--- config.mk ---
export PLATFORM = sky130hd
export DESIGN_NAME = bin_frame_scheduler
export DESIGN_NICKNAME = d
export VERILOG_FILES = /design/src/rtl/bin_frame_scheduler.sv
export SDC_FILE = /design/constraint.sdc
export NUM_CORES = 1
export LEC_CHECK = 0
export CORE_MARGIN = 1
export CORE_UTILIZATION = 30
export CTS_BUF_LIST = sky130_fd_sc_hd__clkbuf_8
export CTS_CLUSTER_SIZE = 10
export DETAILED_ROUTE_END_ITERATION = 8
export PLACE_DENSITY = 0.64
export SLEW_MARGIN = 40
export SYNTH_ARGS = -nofsm -noshare
export SYNTH_HDL_FRONTEND = slang
export SYNTH_SLANG_ARGS = --single-unit
--- constraint.sdc ---
create_clock -name clk_in -period 1.4 [get_ports clk_in]
set_input_delay 0.35 -clock clk_in [delete_from_list [all_inputs] [get_ports clk_in]]
set_output_delay 0.35 -clock clk_in [all_outputs]
set_load 0.02 [all_outputs]
--- src/rtl/bin_frame_scheduler.sv ---
// Ping-pong bank controller between the 4x4 binning stage and the frame consumers.
// Packs the binned 1-bit pixel stream into WORD_W-bit words, writes one bank while
// the consumer owns the other, swaps at frame end and grants completed frames over
// a req/grant/done handshake. Frames are dropped (and counted) when the consumer
// still holds the only free bank.
module bin_frame_scheduler #(
  parameter int H_BINS = 320,
  parameter int V_BINS = 180,
  parameter int WORD_W = 16,
  parameter int ADDR_W = 12
) (
  input  logic              clk_in,
  input  logic              rst_n_in,
  input  logic              bin_valid_in,
  input  logic [8:0]        bin_h_in,
  input  logic [7:0]        bin_v_in,
  input  logic              bin_px_in,
  output logic              wr_en_out,
  output logic              wr_bank_out,
  output logic [ADDR_W-1:0] wr_addr_out,
  output logic [WORD_W-1:0] wr_data_out,
  input  logic              rd_req_in,
  output logic              rd_grant_out,
  output logic              rd_bank_out,
  input  logic              rd_done_in,
  output logic              frame_avail_out,
  output logic [7:0]        frame_id_out,
  output logic [7:0]        drop_cnt_out,
  output logic              sync_err_out
);

  localparam int                WPR       = H_BINS / WORD_W;
  localparam int                BIDX_W    = (WORD_W > 1) ? $clog2(WORD_W) : 1;
  localparam logic [8:0]        H_LIM     = 9'(H_BINS);
  localparam logic [8:0]        H_LAST    = 9'(H_BINS - 1);
  localparam logic [8:0]        WORD_H    = 9'(WORD_W);
  localparam logic [7:0]        V_LIM     = 8'(V_BINS);
  localparam logic [7:0]        V_LAST    = 8'(V_BINS - 1);
  localparam logic [BIDX_W-1:0] BIDX_LAST = BIDX_W'(WORD_W - 1);
  localparam logic [ADDR_W-1:0] WPR_A     = ADDR_W'(WPR);

  typedef enum logic {W_WAIT_SOF, W_WRITING} w_state_t;
  typedef enum logic {R_IDLE, R_GRANTED} r_state_t;

  w_state_t w_state, w_next;
  r_state_t r_state, r_next;

  logic              wb;
  logic              wr_last;
  logic [WORD_W-1:0] pack, pack_nx;
  logic [BIDX_W-1:0] bidx;
  logic [ADDR_W-1:0] word_addr;
  logic              px_ok, sof, word_end, last_px, accept;
  logic              frame_done, hold, swap, drop, grant_now;

  assign wr_bank_out  = wb;
  assign rd_grant_out = (r_state == R_GRANTED);

  // Pixel decode: range filter, start-of-frame, word boundary and the merged word.
  always_comb begin
    px_ok     = bin_valid_in && (bin_h_in < H_LIM) && (bin_v_in < V_LIM);
    sof       = px_ok && (bin_h_in == '0) && (bin_v_in == '0);
    bidx      = BIDX_W'(bin_h_in % WORD_H);
    word_end  = (bidx == BIDX_LAST);
    last_px   = px_ok && (bin_h_in == H_LAST) && (bin_v_in == V_LAST);
    accept    = (w_state == W_WRITING) ? px_ok : sof;
    // A start-of-frame always begins a fresh word, dropping any partial one.
    pack_nx   = sof ? '0 : pack;
    pack_nx[bidx] = bin_px_in;
    word_addr = ADDR_W'(bin_v_in) * WPR_A + ADDR_W'(bin_h_in / WORD_H);
  end

  // Writer next state: any accepted pixel keeps writing unless it closes the frame.
  always_comb begin
    w_next = w_state;
    if (accept) begin
      w_next = (last_px && word_end) ? W_WAIT_SOF : W_WRITING;
    end
  end

  // Writer state register.
  always_ff @(posedge clk_in or negedge rst_n_in) begin
    if (!rst_n_in) w_state <= W_WAIT_SOF;
    else           w_state <= w_next;
  end

  // Pack register and one-cycle-latency write port; flag a restart mid-frame.
  always_ff @(posedge clk_in or negedge rst_n_in) begin
    if (!rst_n_in) begin
      pack         <= '0;
      wr_en_out    <= 1'b0;
      wr_addr_out  <= '0;
      wr_data_out  <= '0;
      wr_last      <= 1'b0;
      sync_err_out <= 1'b0;
    end else begin
      wr_en_out <= 1'b0;
      wr_last   <= 1'b0;
      if (accept) begin
        if ((w_state == W_WRITING) && sof) sync_err_out <= 1'b1;
        if (word_end) begin
          wr_en_out   <= 1'b1;
          wr_addr_out <= word_addr;
          wr_data_out <= pack_nx;
          wr_last     <= last_px;
          pack        <= '0;
        end else begin
          pack <= pack_nx;
        end
      end
    end
  end

  // Frame completion is resolved in the cycle the last word is written. A done
  // pulse in that cycle releases the bank first, so the swap still goes ahead.
  always_comb begin
    frame_done = wr_en_out && wr_last;
    hold       = (r_state == R_GRANTED) && !rd_done_in;
    swap       = frame_done && !hold;
    drop       = frame_done && hold;
    grant_now  = (r_state == R_IDLE) && rd_req_in && (swap || frame_avail_out);
    r_next     = r_state;
    case (r_state)
      R_IDLE:    if (grant_now)  r_next = R_GRANTED;
      R_GRANTED: if (rd_done_in) r_next = R_IDLE;
      default:   r_next = R_IDLE;
    endcase
  end

  // Reader state register.
  always_ff @(posedge clk_in or negedge rst_n_in) begin
    if (!rst_n_in) r_state <= R_IDLE;
    else           r_state <= r_next;
  end

  // Bank ownership, availability and frame/drop counters.
  always_ff @(posedge clk_in or negedge rst_n_in) begin
    if (!rst_n_in) begin
      wb              <= 1'b0;
      frame_avail_out <= 1'b0;
      frame_id_out    <= '0;
      drop_cnt_out    <= '0;
      rd_bank_out     <= 1'b0;
    end else begin
      if (swap) begin
        wb           <= ~wb;
        frame_id_out <= frame_id_out + 8'd1;
      end
      if (drop && (drop_cnt_out != '1)) drop_cnt_out <= drop_cnt_out + 8'd1;
      // A request landing on the completion cycle is granted the freshly
      // finished frame, which sits in the bank being written right now.
      if (grant_now) begin
        frame_avail_out <= 1'b0;
        rd_bank_out     <= swap ? wb : ~wb;
      end else if (swap) begin
        frame_avail_out <= 1'b1;
      end
    end
  end

endmodule

# Yosys cells after proc, flatten, opt, wreduce, memory -nomap -nowiden
# Cells that the tools add are included.
[totals]
regBits = 68
inputBits = 23
output_inout_bits = 50
elab_cells = 68
[op_classes]
n_addsub = 3
n_mul = 1
n_lt_le_gt_ge = 4
n_eq_ne = 4
n_mux = 17
n_bitwise = 2
reduce_logical = 24
[op_table]
columns = ["op", "n"]
rows = [
  ["16-bit two-way mux", 2],
  ["8-bit by 1-bit adder with 8-bit output, second input constant", 2],
  ["16-bit bitwise mux", 1],
  ["1-bit logical AND", 16],
  ["12-bit by 5-bit adder with 12-bit output", 1],
  ["1-bit two-way mux", 12],
  ["8-bit by 3-bit multiplier with 10-bit output, second input constant", 1],
  ["9-bit equality test, second input constant", 1],
  ["9-bit zero test", 1],
  ["9-bit less-than comparator, second input constant", 1],
  ["8-bit equality test, second input constant", 1],
  ["8-bit zero test", 1],
  ["8-bit less-than comparator, second input constant", 1],
  ["8-bit != test, second input constant", 1],
  ["4-bit by 5-bit less-than comparator with 1-bit output, second input constant", 1],
  ["1-bit demux with 4-bit select", 1],
  ["4-bit equality test, second input constant", 1],
  ["4-bit by 1-bit greater-or-equal comparator with 1-bit output, second input constant", 1],
  ["2-bit AND reduction", 2],
  ["1-bit zero test", 2],
  ["1-bit NOT", 2],
  ["1-bit one-hot mux with 2 select lines", 1],
  ["2-bit nonzero test", 1],
  ["1-bit logical OR", 1],
]

# Longest topological paths before layout
[depth]
word_depth = 8
ltp_mapped = 8
mapped_depth_nobuf = 8

# Least setup slack after synthesis
# OpenSTA, ideal clock, no wires.
[synth_timing]
kind = "input to register"
startpoint = "in bin_v_in[1]"
endpoint = "reg wr_addr_out[11]"
setup_time_ns = 0.125
t_arrival_ns = 2.310
t_required_ns = 1.275
slack_ns = -1.035
cell_stages = 8
n_path_buf = 0
cell_sequence = "ha_1 ha_1 fa_1 a211oi_1 o22ai_1 nor4_1 a211o_1 nand3_1"
[synth_between]
elab_chain_cells = 6
word_cells_on_any_way = 9
cone_classes = "1 x add/sub; 1 x mul; 1 x order compare; 1 x mux; 5 x reduce/logical"
[synth_lines]
columns = ["element", "line_no", "source"]
rows = [
  ["start: declaration", "16", "input logic [7:0] bin_v_in,"],
  ["parallel branches: the longest is 6 deep, another holds 12-bit by 5-bit adder with 12-bit output", "-", ""],
  ["end signal: assignment", "103", "wr_addr_out <= word_addr;"],
  ["end: declaration", "20", "output logic [ADDR_W-1:0] wr_addr_out,"],
]
# Parallel ways; which one is timed is not known.
# A chain may end at the register's enable or synchronous reset.

# Worst setup path in the final report
[layout_timing]
startpoint = "in bin_v_in[3]"
endpoint = "reg wr_addr_out[9]"
# Same word-level chain as after synthesis.

==> insert_results.sql <==
INSERT INTO impl_metrics (metric_group, metric, value, unit) VALUES
('setup_path', 'cp.required', '1.64', 'ns'),
('timing', 'max-slew-margin-rel', '0.7058', ''),
('synth', 'top_cells_by_area_synth', 'sky130_fd_sc_hd__dfrtp_1 47%, sky130_fd_sc_hd__ha_1 6.0%, sky130_fd_sc_hd__mux2_2 3.8%', ''),
('global_routing', 'global_route_wire_length_before_repair', '16290', 'µm'),
('clock_tree', 'clk_transition_reported_paths', '0.08', 'ns'),
('synth', 'synth.ff_latch_count', '67', ''),
('setup_path', 'critical_path_peak_fanout', '4', ''),
('setup_path', 'cp_slowest_cell', 'sky130_fd_sc_hd__fa_2', ''),
('synth', 'async_reset_ff_frac', '1.000', ''),
('timing', 'grt_setup_unrepaired', 'true', ''),
('timing', 'fmaxAchievable', '520.1', 'MHz'),
('synth', 'synth_seq_area_share', '0.4718', ''),
('route', 'detailroute.via_count', '3186', ''),
('setup_path', 'max_stage_delay', '0.38', 'ns'),
('clock_tree', 'cts_root_buf', 'sky130_fd_sc_hd__clkbuf_8', ''),
('timing', 'setup_slack', '-0.5228', 'ns'),
('timing', 'largest_clock_skew_in_the_final_design', '0.007270', 'ns'),
('floorplan', 'initial_core_util', '0.3099', ''),
('cells_and_area', 'seqCellArea', '1679', 'µm²'),
('clock_tree', 'postCtsHoldBufs', '0', ''),
('setup_path', 'critical_path.reg2reg.startpoint', 'w_state$_DFFE_PN0P_', ''),
('placement', 'detailedPlacementHpwl', '6730', 'µm'),
('floorplan', 'io_pins', '73', ''),
('floorplan', 'fp.dieArea', '12280', 'µm²'),
('flow_run', 'maxCapViolCount', '0', ''),
('cells_and_area', 'share_of_layout_cells_above_drive_strength_1', '0.5621', ''),
('timing', 'finalCritPeriodShare', '1.373', ''),
('setup_path', 'critical_path.cell_chain', 'buf_12, ha_4, ha_4, fa_2, a211oi_4, nor2_1, buf_4, nor2_1, xnor2_1, o21ai_0', ''),
('setup_path', 'critical_path.endpoint_type', 'register', ''),
('synth', 'syn-instance-count', '328', ''),
('setup_path', 'regToRegSetupSlack', '-0.15', 'ns'),
('timing', 'timing_max_transition_violations_final', '0', ''),
('clock_tree', 'tritoncts.num_buffers', '9', ''),
('clock_tree', 'cts_num_sinks', '67', ''),
('hold_path', 'hold_class', 'in -> async', ''),
('setup_path', 'crit_path_launch_type', 'input pin', ''),
('outcome', 'failed_checks', 'setup timing', ''),
('synth', 'synth-warning-count', '0', ''),
('timing', 'worst_pin_slew', '0.4400', 'ns'),
('floorplan', 'fp.dieH', '110.8', 'µm'),
('cells_and_area', 'fin_area', '6181', 'µm²'),
('route', 'route.detailed.wl_per_inst', '15.60', 'µm'),
('floorplan', 'row_count', '39', ''),
('pwr', 'vdd_ir_drop_max', '0.4188', 'mV'),
('floorplan', 'core', '11470', 'µm²'),
('setup_path', 'endpoint_of_the_lowest_slack_register_to_register_path', 'pack[5]$_DFFE_PN0P_', ''),
('pwr', 'static_leakage', '2.825', 'nW'),
('global_routing', 'global_route.overflow_total', '0', ''),
('clock_tree', 'cts_tree', 'built', ''),
('cells_and_area', 'final_nets', '544', ''),
('synth', 'synth_enable_flop_cells', '0', ''),
('global_routing', 'first_global_vias', '3324', ''),
('synth', 'post_synth_num_cell_types', '56', ''),
('route', 'initialDrtViolationCount', '121', ''),
('placement', 'place.detailed.instances', '610', ''),
('cells_and_area', 'n_antenna_cell', '0', ''),
('timing', 'final_number_of_setup_violating_endpoints', '50', ''),
('synth', 'syn_nets', '370', ''),
('pwr', 'power.density', '779.5', 'nW/µm²'),
('global_routing', 'grtUsageTotal', '0.1665', ''),
('cells_and_area', 'area_delta_synth_final', '73.94', '%'),
('placement', 'routabilityCongestion', '0.8968', ''),
('floorplan', 'die_w', '110.8', 'µm'),
('clock_tree', 'ctsLongestPathBuffers', '2', ''),
('cells_and_area', 'filler_cell_count', '975', ''),
('outcome', 'outcome', 'complete, but fails checks', ''),
('synth', 'average_size_of_a_mapped_cell', '10.83', 'µm²'),
('route', 'drt_pre_antenna_iters', '4', ''),
('clock_tree', 'clock_latency_at_the_later_pin_of_the_worst_skew_pair', '0.35', 'ns'),
('setup_path', 'ff2ff_path_depth', '6', ''),
('synth', 'syn_area', '3553', 'µm²');
-- sequential cells by signal (all words and copies together), names as in the netlist --
| register | flops |
|---|---|
| w_state | 1 |
| drop_cnt_out | 8 |
| wr_addr_out | 12 |
| wr_bank_out | 1 |
| frame_avail_out | 1 |
| pack | 15 |
| wr_data_out | 16 |
| rd_grant_out | 1 |
| rd_bank_out | 1 |
| wr_last | 1 |
| wr_en_out | 1 |
| sync_err_out | 1 |
| frame_id_out | 8 |
-- layout make-up --
cell class,instances,share of cell area
clock buffers,9,0.02004
clock inverters,7,0.02004
inverters,6,0.005668
multi-input cells,241,0.3941
flip-flops and latches,67,0.2717
well taps,143,0.02895
repair buffers,177,0.2595
-- how the worst max path moves through the flow --
stage	end	slack (ns)	cells past startpoint
floorplan	wr_addr_out[11]$_DFFE_PN0P_	-0.77	8
global placement	wr_addr_out[11]$_DFFE_PN0P_	-1.52	9
detailed placement	wr_addr_out[11]$_DFFE_PN0P_	-1.61	9
CTS	wr_addr_out[11]$_DFFE_PN0P_	-0.54	9
global route	wr_addr_out[9]$_DFFE_PN0P_	-0.59	10
finish	wr_addr_out[9]$_DFFE_PN0P_	-0.52	10
-- cell usage in the layout (no fill, tap or decap), types with 5 or more instances in the layout --
master	instances
sky130_fd_sc_hd__buf_4	74
sky130_fd_sc_hd__dlygate4sd2_1	8
sky130_fd_sc_hd__clkdlybuf4s15_2	14
sky130_fd_sc_hd__nand4_1	6
sky130_fd_sc_hd__nor2_1	16
sky130_fd_sc_hd__dfrtp_1	65
sky130_fd_sc_hd__o21ai_0	15
sky130_fd_sc_hd__nand2b_1	7
sky130_fd_sc_hd__clkbuf_8	9
sky130_fd_sc_hd__o21ai_1	7
sky130_fd_sc_hd__inv_1	5
sky130_fd_sc_hd__nand3_1	7
sky130_fd_sc_hd__ha_4	12
sky130_fd_sc_hd__buf_12	10
sky130_fd_sc_hd__nand2_2	5
sky130_fd_sc_hd__mux2_4	16
sky130_fd_sc_hd__nand2_1	23
sky130_fd_sc_hd__a22o_1	13
sky130_fd_sc_hd__xnor2_1	11
sky130_fd_sc_hd__buf_6	24
sky130_fd_sc_hd__buf_2	20
sky130_fd_sc_hd__xor2_1	10
sky130_fd_sc_hd__clkbuf_2	17
sky130_fd_sc_hd__o22ai_4	12
-- cell usage after synthesis (3+ instances only) --
| library cell | n |
|---|---|
| sky130_fd_sc_hd__xnor2_1 | 11 |
| sky130_fd_sc_hd__a22o_1 | 13 |
| sky130_fd_sc_hd__nor2_1 | 21 |
| sky130_fd_sc_hd__nand2b_1 | 7 |
| sky130_fd_sc_hd__nor2b_1 | 4 |
| sky130_fd_sc_hd__mux2_2 | 12 |
| sky130_fd_sc_hd__clkbuf_1 | 6 |
| sky130_fd_sc_hd__o21ai_0 | 26 |
| sky130_fd_sc_hd__nand2_1 | 32 |
| sky130_fd_sc_hd__nand3_1 | 9 |
| sky130_fd_sc_hd__o22ai_1 | 15 |
| sky130_fd_sc_hd__nor4_1 | 3 |
| sky130_fd_sc_hd__buf_2 | 4 |
| sky130_fd_sc_hd__nand4_1 | 6 |
| sky130_fd_sc_hd__o31ai_1 | 3 |
| sky130_fd_sc_hd__dfrtp_1 | 67 |
| sky130_fd_sc_hd__inv_1 | 5 |
| sky130_fd_sc_hd__mux2_4 | 5 |
| sky130_fd_sc_hd__xor2_1 | 12 |
| sky130_fd_sc_hd__ha_1 | 17 |
-- cell families after synthesis --
family / after synthesis / synth area share
AO/OA/AOI/OAI: 80 / 0.1592
buffers and inverters: 20 / 0.03134
flip-flops: 67 / 0.4718
XOR/XNOR: 23 / 0.05669
multiplexers: 17 / 0.05915
adder cells (fa/ha/maj): 19 / 0.07113
AND/OR/NAND/NOR: 102 / 0.1507
-- per-layer routing --
metal	GRT usage	part of all wire
met5	0	0
met4	0.05956	0.020
met3	0.03718	0.034
met2	0.2758	0.51
met1	0.2128	0.44
-- report_power, final --
group | switching, mW | internal [mW] | total [mW]
combinational | 0.433 | 0.444 | 0.877
sequential | 0.0000600 | 1.93 | 1.93
clock | 0.813 | 1.19 | 2.01
-- timing repair --
action,4_1_cts,5_1_grt
cloned,2,2
buffers inserted,18,6
gates resized for setup,288,71
pin swaps,46,22
endpoints found under the setup margin,110,80
-- per-stage QoR --
| stage | power (mW) | util | TNS (ns) | setup slack (ns) | hold slack (ns) |
|---|---|---|---|---|---|
| after floorplan | 2.336 | - | -17.79 | -0.7659 | 0.05441 |
| after global placement | 2.672 | 0.4608 | -60.15 | -1.523 | 0.3967 |
| after detailed placement | 2.684 | 0.4608 | -61.47 | -1.612 | 0.4015 |
| after CTS | 4.841 | 0.5267 | -11.01 | -0.5433 | 0.004673 |
| after global routing | 5.044 | 0.5390 | -12.97 | -0.5910 | 0.02497 |
| final | 4.818 | 0.5390 | -11.46 | -0.5228 | 0.002074 |
-- worst max-delay path, delay by kind of cell --
kind	cells	cell delay, ns
compound gates	2	0.38
buf+inv	2	0.25
xor+xnor	1	0.15
fa+ha+maj	3	0.77
simple gates	2	0.25
Note: power is estimated with default switching activity, not from simulation.
